<file path="config.mk">
export PLATFORM = sky130hd
export DESIGN_NAME = simon_engine
export DESIGN_NICKNAME = d
export VERILOG_FILES = /design/src/rtl/simon_pkg.sv /design/src/rtl/simon_lfsr16.sv /design/src/rtl/simon_engine.sv
export SDC_FILE = /design/constraint.sdc
export NUM_CORES = 1
export LEC_CHECK = 0
export BUFFER_PORTS_ARGS = -buffer_cell sky130_fd_sc_hd__clkbuf_2
export CAP_MARGIN = 20
export CORE_MARGIN = 4
export CORE_UTILIZATION = 35
export DETAILED_ROUTE_END_ITERATION = 10
export PLACE_DENSITY_LB_ADDON = 0.3
export SYNTH_ARGS = -nofsm -noshare
export SYNTH_HDL_FRONTEND = slang
export SYNTH_SLANG_ARGS = --single-unit
</file>
<file path="constraint.sdc">
create_clock -name clk -period 5 [get_ports clk]
set_input_delay 1.5 -clock clk [delete_from_list [all_inputs] [get_ports clk]]
set_output_delay 1.5 -clock clk [all_outputs]
set_load 0.005 [all_outputs]
</file>
<file path="src/rtl/simon_pkg.sv">
// rtl/simon_pkg.sv - shared constants and helpers for the Simon game core
package simon_pkg;

    localparam logic [2:0] ST_IDLE     = 3'd0;
    localparam logic [2:0] ST_ADD      = 3'd1;
    localparam logic [2:0] ST_SHOW_ON  = 3'd2;
    localparam logic [2:0] ST_SHOW_OFF = 3'd3;
    localparam logic [2:0] ST_INPUT    = 3'd4;
    localparam logic [2:0] ST_WIN      = 3'd5;
    localparam logic [2:0] ST_LOSE     = 3'd6;

    localparam int              LFSR_W    = 16;
    localparam logic [LFSR_W-1:0] LFSR_TAPS = 16'hB400;

    function automatic int clog2(input int v);
        int r;
        r = 0;
        while ((1 << r) < v) r++;
        return r;
    endfunction

    // Up to 8 buttons, so a fixed 8-bit result; callers keep the low NUM_BTN bits.
    function automatic logic [7:0] onehot(input logic [2:0] idx);
        return 8'b1 << idx;
    endfunction

endpackage

</file>
<file path="src/rtl/simon_lfsr16.sv">
// rtl/simon_lfsr16.sv - free-running 16-bit Galois LFSR with non-zero seed guard
module simon_lfsr16
    import simon_pkg::*;
#(
    parameter logic [15:0] SEED = 16'hACE1
) (
    input  logic        clk,
    input  logic        reset,
    output logic [15:0] q
);

    localparam logic [15:0] SEED_NZ = (SEED == 16'h0000) ? 16'h0001 : SEED;

    always_ff @(posedge clk) begin
        if (reset)
            q <= SEED_NZ;
        else if (q[0])
            q <= (q >> 1) ^ LFSR_TAPS;
        else
            q <= q >> 1;
    end

endmodule

</file>
<file path="src/rtl/simon_engine.sv">
// rtl/simon_engine.sv - Simon game core: grows a random sequence, plays it back, checks the echo
module simon_engine
    import simon_pkg::*;
#(
    parameter int          NUM_BTN       = 4,
    parameter int          MAX_LEN       = 16,
    parameter int          SHOW_TICKS    = 50,
    parameter int          GAP_TICKS     = 25,
    parameter int          TIMEOUT_TICKS = 300,
    parameter logic [15:0] LFSR_SEED     = 16'hACE1,
    localparam int         IDX_W         = clog2(NUM_BTN),
    localparam int         LEN_W         = clog2(MAX_LEN + 1)
) (
    input  logic               clk,
    input  logic               reset,
    input  logic               tick,
    input  logic               start,
    input  logic [NUM_BTN-1:0] btn_rise,
    output logic [NUM_BTN-1:0] led,
    output logic               error_led,
    output logic               win,
    output logic               busy,
    output logic [LEN_W-1:0]   round,
    output logic [2:0]         state
);

    localparam int ADR_W     = clog2(MAX_LEN);
    localparam int MAX_TICKS = (SHOW_TICKS > GAP_TICKS)
                             ? ((SHOW_TICKS > TIMEOUT_TICKS) ? SHOW_TICKS : TIMEOUT_TICKS)
                             : ((GAP_TICKS > TIMEOUT_TICKS) ? GAP_TICKS : TIMEOUT_TICKS);
    localparam int TMR_W     = clog2(MAX_TICKS) + 1;

    localparam logic [TMR_W-1:0] SHOW_LAST    = TMR_W'(SHOW_TICKS - 1);
    localparam logic [TMR_W-1:0] GAP_LAST     = TMR_W'(GAP_TICKS - 1);
    localparam logic [TMR_W-1:0] TIMEOUT_LAST = TMR_W'(TIMEOUT_TICKS - 1);
    localparam logic [LEN_W-1:0] LEN_MAX      = LEN_W'(MAX_LEN);
    localparam logic [IDX_W+3:0] NB           = NUM_BTN[IDX_W+3:0];

    logic [15:0]        lfsr_q;
    logic               unused_lfsr;
    logic [IDX_W+3:0]   rnd;
    logic [IDX_W-1:0]   new_val;
    logic [IDX_W-1:0]   cur_val;
    logic [IDX_W-1:0]   press_idx;
    logic               press;
    logic               last_step;
    logic [7:0]         oh_cur;
    logic [7:0]         oh_press;
    logic [LEN_W-1:0]   len;
    logic [LEN_W-1:0]   ptr;
    logic [TMR_W-1:0]   timer;
    logic [NUM_BTN-1:0] press_led;
    logic [IDX_W-1:0]   mem [MAX_LEN];

    simon_lfsr16 #(.SEED(LFSR_SEED)) u_lfsr (
        .clk   (clk),
        .reset (reset),
        .q     (lfsr_q)
    );

    assign unused_lfsr = ^lfsr_q[15:IDX_W+4];
    assign rnd         = lfsr_q[IDX_W+3:0];
    assign new_val     = IDX_W'(rnd % NB);
    assign cur_val     = mem[ptr[ADR_W-1:0]];
    assign last_step   = (ptr == len - 1'b1);
    assign press       = |btn_rise;
    assign oh_cur      = onehot(3'(cur_val));
    assign oh_press    = onehot(3'(press_idx));

    // Scan downwards so the lowest set bit wins when several buttons pulse together.
    always_comb begin
        press_idx = '0;
        for (int i = NUM_BTN - 1; i >= 0; i--)
            if (btn_rise[i]) press_idx = IDX_W'(i);
    end

    always_comb begin
        led = '0;
        case (state)
            ST_SHOW_ON, ST_LOSE: led = oh_cur[NUM_BTN-1:0];
            ST_INPUT:            led = press_led;
            ST_WIN:              led = '1;
            default:             led = '0;
        endcase
    end

    assign error_led = (state == ST_LOSE);
    assign win       = (state == ST_WIN);
    assign busy      = (state == ST_ADD) || (state == ST_SHOW_ON) || (state == ST_SHOW_OFF);
    assign round     = len;

    always_ff @(posedge clk) begin
        if (!reset && state == ST_ADD)
            mem[len[ADR_W-1:0]] <= new_val;
    end

    always_ff @(posedge clk) begin
        if (reset) begin
            state     <= ST_IDLE;
            len       <= '0;
            ptr       <= '0;
            timer     <= '0;
            press_led <= '0;
        end else begin
            case (state)
                ST_IDLE, ST_WIN, ST_LOSE: begin
                    if (start) begin
                        len   <= '0;
                        ptr   <= '0;
                        state <= ST_ADD;
                    end
                end
                ST_ADD: begin
                    len   <= len + 1'b1;
                    ptr   <= '0;
                    timer <= '0;
                    state <= ST_SHOW_ON;
                end
                ST_SHOW_ON: begin
                    if (tick) begin
                        if (timer == SHOW_LAST) begin
                            timer <= '0;
                            state <= ST_SHOW_OFF;
                        end else begin
                            timer <= timer + 1'b1;
                        end
                    end
                end
                ST_SHOW_OFF: begin
                    if (tick) begin
                        if (timer == GAP_LAST) begin
                            timer <= '0;
                            if (last_step) begin
                                ptr       <= '0;
                                press_led <= '0;
                                state     <= ST_INPUT;
                            end else begin
                                ptr   <= ptr + 1'b1;
                                state <= ST_SHOW_ON;
                            end
                        end else begin
                            timer <= timer + 1'b1;
                        end
                    end
                end
                ST_INPUT: begin
                    // A press outranks a tick in the same clk, including the expiring one.
                    if (press) begin
                        timer <= '0;
                        if (press_idx == cur_val) begin
                            press_led <= oh_press[NUM_BTN-1:0];
                            if (last_step)
                                state <= (len == LEN_MAX) ? ST_WIN : ST_ADD;
                            else
                                ptr <= ptr + 1'b1;
                        end else begin
                            state <= ST_LOSE;
                        end
                    end else if (tick) begin
                        if (timer == TIMEOUT_LAST)
                            state <= ST_LOSE;
                        else
                            timer <= timer + 1'b1;
                    end
                end
                default: state <= ST_IDLE;
            endcase
        end
    end

endmodule

</file>
==> results of run 1 <==
final cells by class:
cell class	instances	area (sq um)
Inverter	10	37.5
Fill cell	1013	6180
Multi-Input combinational cell	250	1770
Clock buffer	12	178
Clock inverter	4	56.3
Tap cell	136	170
Sequential cell	79	1900
Timing Repair Buffer	24	125
registers in the layout, summed over array words and instances, names as in the netlist, named ones only:
signal and flops:
state 3, ptr 5, mem 32, round 5, press_led 4, u_lfsr.q 16, timer 10
kinds of logic (layout without fill, tap and decap cells):
group,Yosys count,after routing
AO/OA/AOI/OAI,58,58
XOR/XNOR,18,18
adder cells (fa/ha/maj),9,9
buffers and inverters,24,50
flip-flops,79,79
multiplexers,19,19
AND/OR/NAND/NOR,146,146
layout by cell type (no fill, tap or decap), types with 3 or more instances in the layout:
cell      count
clkbuf_8      9
a21oi_1      10
edfxtp_1     32
o21ai_1       5
o22ai_1       3
inv_1         9
ha_1          9
nand4_1       8
and3_1        8
nand3_1       8
nand2b_1      8
nand2_1      26
xor2_1        9
nor3_1       13
nor2_1       44
mux4_2       10
clkbuf_2     22
or2_1         8
a311oi_1      5
mux2i_1       7
o21ai_0       3
nor2b_1      12
dfxtp_1      47
xnor2_1       9
a32o_1        6
worst max-delay path: cells and delay by family, from the launching register on:
family,cells,cell delay (ns)
compound gates,1,0.30
mux,2,1.15
buf+inv,1,0.16
flops,1,0.63
metal layers:
metal	vias to the layer above	global-route usage [%]	part of all wire (%)
met4	0	4.87	2.0
met1	1303	17.3	47
li1	1347	-	-
met3	16	4.29	6.2
met2	67	20.2	45
met5	-	0	0
through the flow:
stage               setup slack [ns]  total power [mW]  hold slack (ns)
floorplan                       1.69              1.05            0.383
global placement                1.34              1.14            0.387
detailed placement              1.26              1.15            0.393
CTS                            0.859              1.69            0.413
global route                   0.756              1.77            0.427
finish                         0.908              1.67            0.408
worst paths after layout:
check	from	to	slack (ns)	cells past startpoint
worst max register to register	flip-flop	ptr[2]$_SDFFE_PP0P_	1.54	7
worst min-delay path	u_lfsr.q[7]$_SDFF_PP1_	u_lfsr.q[6]$_SDFF_PP1_	0.41	1
worst max-delay path	flip-flop	led[0]	0.91	4
worst min register to register	u_lfsr.q[7]$_SDFF_PP1_	u_lfsr.q[6]$_SDFF_PP1_	0.41	1
power by group:
part / internal (mW) / switching (mW) / total, mW
clock network: 0.296 / 0.239 / 0.535
logic: 0.151 / 0.230 / 0.381
registers: 0.700 / 0.0592 / 0.759
total: 1.15 / 0.528 / 1.67
==> summary.md, run 1 <==
| Metric | Value |
|---|---|
| Slew HR | `36.5%` |
| Outcome | `completed` |
| Max VDD drop | `0.173 mV` |
| Crit end category | `primary output` |
| Die Span X | `112 um` |
| Worst EP required | `3.50 ns` |
| Finished Layout Cells | `515` |
| XOR/XNOR Fraction of Synth Area | `4.18%` |
| Cells resized by post-CTS repair | `0` |
| Core Rows | `37` |
| Synthesis warning total | `0` |
| H-tree levels | `3` |
| Worst path max stage delay | `0.63 ns` |
| Cts hold-fix bufs | `0` |
| Vias in the first global route | `2706` |
| Post-Place Cell Area | `4000 sq um` |
| Commonest cells post-synth | `dfxtp_1, nor2_1, edfxtp_1` |
| Post-synthesis mux area share | `8.42%` |
| Synth Area in Compound Gates | `11.5%` |
| Largest family of logic cells by synthesized area | `simple AND/OR/NAND/NOR gates` |
| Ant. Diodes | `0` |
| F_max | `0.244 GHz` |
| Async S/R FF share, synth | `0%` |
| # setup viols final | `0` |
| Starting Density | `36.2%` |
| Critical path's slowest cell | `dfxtp_1` |
| IO Port Bufs | `22` |
| Fin area | `4230 sq um` |
| DRC Markers | `0` |
| Slew Viols, Final | `0` |
| Area Overhead vs Synth | `12.2%` |
| Post-CTS setup buffers | `0` |
| Main area contributors after synthesis | `edfxtp_1, dfxtp_1, mux4_2` |
| Share of cells above drive strength 1 | `14.8%` |
| Yosys cell types | `55` |
| Final WL | `7980 um` |
| Power per cell area | `396 nW/um^2` |
| Number of flops mapped to enable cells by yosys | `32` |
| Clock skew | `0.0164 ns` |
| Critical path, cell by cell | `mux4_2 -> mux4_2 -> o32ai_1 -> clkbuf_2` |
| Vias | `2733` |
| Synth area leader | `edfxtp_1` |
| Simple-Gate Fraction of Synth Area | `19.7%` |
| CTS Buffer Depth | `2` |
| Syn Area/Cell | `10.7 sq um` |
| Initial antenna violation count | `0` |
| RSZ-0062 raised after global routing | `false` |
| Adder-Cell Fraction of Synth Area | `2.99%` |
| Synthesized area | `3770 sq um` |
| CTS tree | `built` |
| Nets@finish | `391` |
| Tot GR Track Use | `13.1%` |
| Crit-path max FO | `8` |
| DP Wirelength | `5820 um` |
| Placed Instances | `499` |
| Initial drt markers | `220` |
| Total I/O pin count | `23` |
| Startpoint types | `flip-flop` |
| GPL Wtd Cong | `0.838` |
| Core area | `10400 sq um` |
| Static leakage | `1.50 nW` |
| Via density | `5.31` |
| Max cap viols | `0` |
| Die area | `12500 sq um` |
| Hold WC Path Type | `flip-flop to flip-flop` |
| Worst setup path class | `flip-flop to primary output` |
| DRT Pass-1 Iters | `5` |
| Syn nets | `370` |
| Worst slew pin tran | `0.945 ns` |
| Final Hold Vio Count | `0` |
| Post-route clock period utilization | `81.8%` |
| Count leader, synth | `dfxtp_1` |
| Sequential area share after synthesis | `50.4%` |
| Routed WL per cell | `15.5 um` |
| TNS Setup | `0 ns` |
| Root Driver | `clkbuf_8` |
| Clock sink count | `79` |
| Grt ovf | `0` |
| Core Util, Final | `40.6%` |
| TritonCTS Buffers | `9` |
| First-pass GRT wire length | `13300 um` |
| Fin crit period | `4.09 ns` |
| Post-synth top area share | `25.5%` |
| Final ANT Viol Nets | `0` |
| Largest net degree at the start of global routing | `31` |
| Cell mode on critical path | `mux4_2` |
| Clock slew at reported path FFs | `0.08 ns` |
| Syn Inst Count | `353` |
| Data arrival, critical path | `2.59 ns` |
| Most used DFF post-synth | `dfxtp_1` |
| #FFs+latches synth | `79` |
| Worst skew pair latency | `0.36 ns` |
| Die Ht | `112 um` |
Note: power is estimated with default switching activity, not from simulation.
==> inputs of run 2 (changes only) <==
clock period = 3.9 ns   (was 5 ns; I/O delays follow)
==> run 2 against run 1 <==
  * Total power is 26% higher
  * Critical path type unchanged
  * Sequential share of layout area hardly changed
  * Sequential power is 28% higher
  * Largest power group unchanged
==> summary.md, run 2 (synthesis gave the netlist of run 1 again) <==
| Metric | Value |
|---|---|
| Root Driver | `clkbuf_8` |
| Comb pwr share | `23.4%` |
| Vias in the first global route | `2621` |
| Routed WL per cell | `15.5 um` |
| Worst slew pin tran | `0.963 ns` |
| Worst setup path class | `flip-flop to primary output` |
| Worst R2R Path Depth | `8` |
| Commonest non-fill, non-tap cells in the layout | `dfxtp_1, nor2_1, edfxtp_1` |
| M1 GR Usage | `19.4%` |
| GR Util met2 | `19.6%` |
| Starting Density | `36.2%` |
| Worst EP required | `2.73 ns` |
| Multi-input gate area | `1770 sq um` |
| Via density | `5.28` |
| First-pass GRT wire length | `13600 um` |
| Final ANT Viol Nets | `0` |
| Fin crit period | `3.62 ns` |
| Met3 Usage GRT | `3.64%` |
| Outcome | `completed` |
| Clock slew at reported path FFs | `0.08 ns` |
| Busiest grt layer | `met2` |
| Max cap viols | `0` |
| Hold wc startpoint | `u_lfsr.q[7]$_SDFF_PP1_` |
| Core Rows | `37` |
| CTS Buffer Depth | `2` |
| Reg power frac | `46.0%` |
| Slew HR | `35.3%` |
| Hold Path End | `u_lfsr.q[6]$_SDFF_PP1_` |
| Total I/O pin count | `23` |
| Max VDD drop | `0.199 mV` |
| Ant. Diodes | `0` |
| Die area | `12500 sq um` |
| Clock sink count | `79` |
| Die Span X | `112 um` |
| Core area | `10400 sq um` |
| Slew Viols, Final | `0` |
| Hold depth | `1` |
| Share of cells above drive strength 1 | `16.0%` |
| RSZ-0062 raised after global routing | `false` |
| H-tree levels | `3` |
| Data arrival, critical path | `2.45 ns` |
| DRC Markers | `0` |
| Grt ovf | `0` |
| Hold slack | `0.411 ns` |
| Max reg flops | `32` |
| Tot GR Track Use | `13.5%` |
| Die Ht | `112 um` |
| DP Wirelength | `5810 um` |
| IO Port Bufs | `22` |
| Clock skew | `0.0101 ns` |
| R2r setup slk | `0.99 ns` |
| Initial drt markers | `245` |
| Cts hold-fix bufs | `0` |
| F_max | `0.276 GHz` |
| Largest net degree at the start of global routing | `31` |
| Worst skew pair latency | `0.35 ns` |
| Switching pwr | `0.694 mW` |
| DRT Pass-1 Iters | `4` |
| TritonCTS Buffers | `9` |
| Initial antenna violation count | `0` |
| Area Overhead vs Synth | `12.2%` |
| Post-route clock period utilization | `92.9%` |
| Hold WC Path Type | `flip-flop to flip-flop` |
| Part of the power in the clock network | `30.6%` |
| Crit-path max FO | `8` |
| # setup viols final | `0` |
| CTS tree | `built` |
| Crit end category | `primary output` |
| GPL Wtd Cong | `0.806` |
| Int Power | `1.42 mW` |
| Final Hold Vio Count | `0` |
| TNS Setup | `0 ns` |
| Nets@finish | `394` |
| Final WL | `8030 um` |
| Switch share | `32.8%` |
| Register area | `1900 sq um` |
| Static leakage | `1.50 nW` |
| Commonest non-fill, non-tap cell in the layout | `dfxtp_1` |
| Filler cells | `1008` |
| Startpoint types | `flip-flop` |
| Vias | `2733` |
| Power per cell area | `499 nW/um^2` |
run 2: cell types whose count changed in the layout (fill, tap and decap cells not counted):
| cell | previous run | this run |
|---|---|---|
| buf_2 | 0 | 1 |
| buf_4 | 2 | 4 |
| clkbuf_1 | 1 | 0 |
| clkbuf_16 | 2 | 0 |
| clkbuf_8 | 9 | 10 |
| dfxtp_1 | 47 | 46 |
| dfxtp_2 | 0 | 1 |
| inv_4 | 0 | 1 |
| inv_8 | 0 | 1 |
run 2: final cells by class:
type | count | area share (%)
sequential | 79 | 45.0
multi-input combinational | 250 | 41.7
tap | 136 | 4.02
timing repair buffer | 27 | 3.43
clock buffer | 10 | 3.25
clock inverter | 6 | 1.74
inverter | 10 | 0.887
run 2: timing repair:
action | 4_1_cts | 5_1_grt
buffers inserted | 0 | 0
resized for setup | 0 | 1
endpoints found under the setup margin | 0 | 2
run 2: metrics by stage:
stage | setup slack [ns] | cell area [sq um] | util [%] | power, mW | instances
after floorplan | 0.918 | 3770 | - | 1.34 | 353
after global placement | 0.540 | 4020 | 38.5 | 1.47 | 501
after detailed placement | 0.476 | 4020 | 38.6 | 1.48 | 502
after CTS | 0.0752 | 4230 | 40.6 | 2.13 | 518
after global routing | 0.144 | 4230 | 40.6 | 2.25 | 518
final | 0.276 | 4230 | 40.6 | 2.11 | 518
run 2: worst max path at each step:
stage                  end  depth (start not counted)  slack [ns]
floorplan           led[0]                          4        0.92
CTS                 led[0]                          4        0.08
detailed placement  led[0]                          4        0.48
global placement    led[0]                          4        0.54
finish              led[0]                          4        0.28
global route        led[0]                          4        0.14
run 2: power by group through the flow:
| stage | combinational, mW | clock, mW | sequential (mW) |
|---|---|---|---|
| after floorplan | 0.388 | 0 | 0.955 |
| after global placement | 0.481 | 0 | 0.989 |
| after detailed placement | 0.492 | 0 | 0.991 |
| after CTS | 0.494 | 0.666 | 0.971 |
| after global routing | 0.559 | 0.705 | 0.985 |
| final | 0.495 | 0.646 | 0.973 |
run 2: metal layers:
layer	wire [um]	vias to the layer above
met5	0	-
met4	126	0
met3	415	12
met2	3620	69
met1	3870	1310
li1	-	1342
run 2: critical path, cell delays in order, from the launching register on:
cell,delay [ns]
dfxtp_2,0.49
mux4_2,0.57
mux4_2,0.57
o32ai_1,0.31
clkbuf_2,0.16
==> inputs of run 3 (changes only) <==
REMOVE_ABC_BUFFERS = 1   (was not set)
SLEW_MARGIN = 10   (was not set)
==> run 3 against run 2 <==
  * First-iteration DRC count is 14% lower
  * Clock skew shrank 0.00055 ns
  * Total power down 3.7%
  * Core utilization shrank 0.30 points
==> summary.md, run 3 (synthesis gave the netlist of run 1 again) <==
| Metric | Value |
|---|---|
| Busiest grt layer | `met2` |
| First-pass GRT wire length | `13500 um` |
| Critical path's slowest cell | `mux4_2` |
| CTS Buffer Depth | `2` |
| Fin crit period | `3.59 ns` |
| Post-route clock period utilization | `92.1%` |
| CP bufs+invs | `1` |
| Initial antenna violation count | `0` |
| Routed WL per cell | `15.2 um` |
| Die area | `12500 sq um` |
| DRT Pass-1 Iters | `4` |
| Cell mode on critical path | `mux4_2` |
| Filler cells | `1021` |
| Max VDD drop | `0.237 mV` |
| Place WS | `0.507 ns` |
| Critical path, cell by cell | `mux4_2 -> mux4_2 -> o32ai_1 -> clkbuf_2` |
| Max cap viols | `0` |
| Slew Viols, Final | `0` |
| Clock skew | `0.00951 ns` |
| Tot GR Track Use | `13.1%` |
| M1 GR Usage | `18.0%` |
| Switch share | `34.2%` |
| Final ANT Viol Nets | `0` |
| TNS Setup | `0 ns` |
| RSZ-0062 raised after global routing | `false` |
| Int Power | `1.34 mW` |
| TritonCTS Buffers | `9` |
| Commonest non-fill, non-tap cells in the layout | `dfxtp_1, nor2_1, edfxtp_1` |
| Ant. Diodes | `0` |
| Multi-input gate area | `1770 sq um` |
| Worst setup margin | `0.309 ns` |
| Via density | `5.26` |
| Startpoint types | `flip-flop` |
| Vias in the first global route | `2704` |
| Worst skew pair latency | `0.35 ns` |
| Clock sink count | `79` |
| Starting Density | `36.2%` |
| Static leakage | `1.48 nW` |
| DP Wirelength | `5780 um` |
| Core Rows | `37` |
| Total I/O pin count | `23` |
| DRC Markers | `0` |
| Crit path max-delay family | `multiplexers` |
| Initial drt markers | `210` |
| # setup viols final | `0` |
| Die Ht | `112 um` |
| Grt ovf | `0` |
| Die Span X | `112 um` |
| Hold slack | `0.409 ns` |
| Share of cells above drive strength 1 | `15.7%` |
| Nets@finish | `393` |
| Root Driver | `clkbuf_8` |
| Crit end category | `primary output` |
| Data arrival, critical path | `2.42 ns` |
| Met3 Usage GRT | `3.48%` |
| Slew HR | `38.3%` |
| Hold depth | `1` |
| Clock slew at reported path FFs | `0.09 ns` |
| Power per cell area | `484 nW/um^2` |
| Core area | `10400 sq um` |
| Final WL | `7880 um` |
| Worst setup path class | `flip-flop to primary output` |
| Vias | `2717` |
| Largest net degree at the start of global routing | `31` |
| Register area | `1900 sq um` |
| F_max | `0.278 GHz` |
| Part of the power in the clock network | `28.0%` |
| Worst EP required | `2.73 ns` |
| Area Overhead vs Synth | `11.4%` |
| Crit-path max FO | `8` |
| CTS tree | `built` |
| Cells resized by post-CTS repair | `0` |
| Comb pwr share | `24.4%` |
| Hold WC Path Type | `flip-flop to flip-flop` |
| H-tree levels | `3` |
| Post-CTS setup buffers | `0` |
| CP Depth | `4` |
| Max reg flops | `32` |
| IO Port Bufs | `22` |
| GPL Wtd Cong | `0.795` |
| Worst slew pin tran | `0.918 ns` |
| Outcome | `completed` |
| Cts hold-fix bufs | `0` |
| Worst path max stage delay | `0.56 ns` |
| Final Hold Vio Count | `0` |
| GR Util met2 | `20.7%` |
| Switching pwr | `0.697 mW` |
| Worst R2R Path Depth | `8` |
| Commonest non-fill, non-tap cell in the layout | `dfxtp_1` |
| Reg power frac | `47.6%` |
==> run 3: cell types whose count changed in the layout (fill, tap and decap cells not counted), sizes merged <==
cell / delta
clkinv: +1
bufinv: -1
clkbuf: -1
inv: -1
clkinvlp: +2
buf: -1
==> run 3: final cells by class <==
type	instances	area share (%)
Tap cell	136	4.05
Timing Repair Buffer	26	3.28
Inverter	10	0.893
Clock inverter	7	1.52
Clock buffer	9	2.95
Sequential cell	79	45.3
Multi-Input combinational cell	250	42.0
==> run 3: power by group through the flow <==
stage | registers [mW] | logic, mW | clock network (mW)
floorplan | 0.971 | 0.351 | 0
global placement | 0.987 | 0.480 | 0
detailed placement | 0.988 | 0.493 | 0
CTS | 0.968 | 0.498 | 0.590
global route | 0.980 | 0.563 | 0.630
finish | 0.969 | 0.497 | 0.569
==> run 3: final timing paths <==
path / end / from / slack [ns]
max: led[0] / flip-flop / 0.31
min: u_lfsr.q[11]$_SDFF_PP1_ / u_lfsr.q[12]$_SDFF_PP0_ / 0.41
max reg2reg: flip-flop / flip-flop / 1.01
min reg2reg: u_lfsr.q[11]$_SDFF_PP1_ / u_lfsr.q[12]$_SDFF_PP0_ / 0.41
==> run 3: through the flow <==
step           util, %  std cells  power [mW]  cell area, sq um
6_report          40.3        517        2.03              4200
3_3_place_gp      38.5        500        1.47              4010
2_1_floorplan        -        339        1.32              3700
3_5_place_dp      38.5        501        1.48              4010
5_1_grt           40.3        517        2.17              4200
4_1_cts           40.3        517        2.06              4200
==> run 3: per-layer routing <==
metal  vias to the layer above  wire length (um)
met5                         -                 0
met1                      1314              3840
met2                        52              3580
met4                         0                67
met3                         6               401
li1                       1345                 -
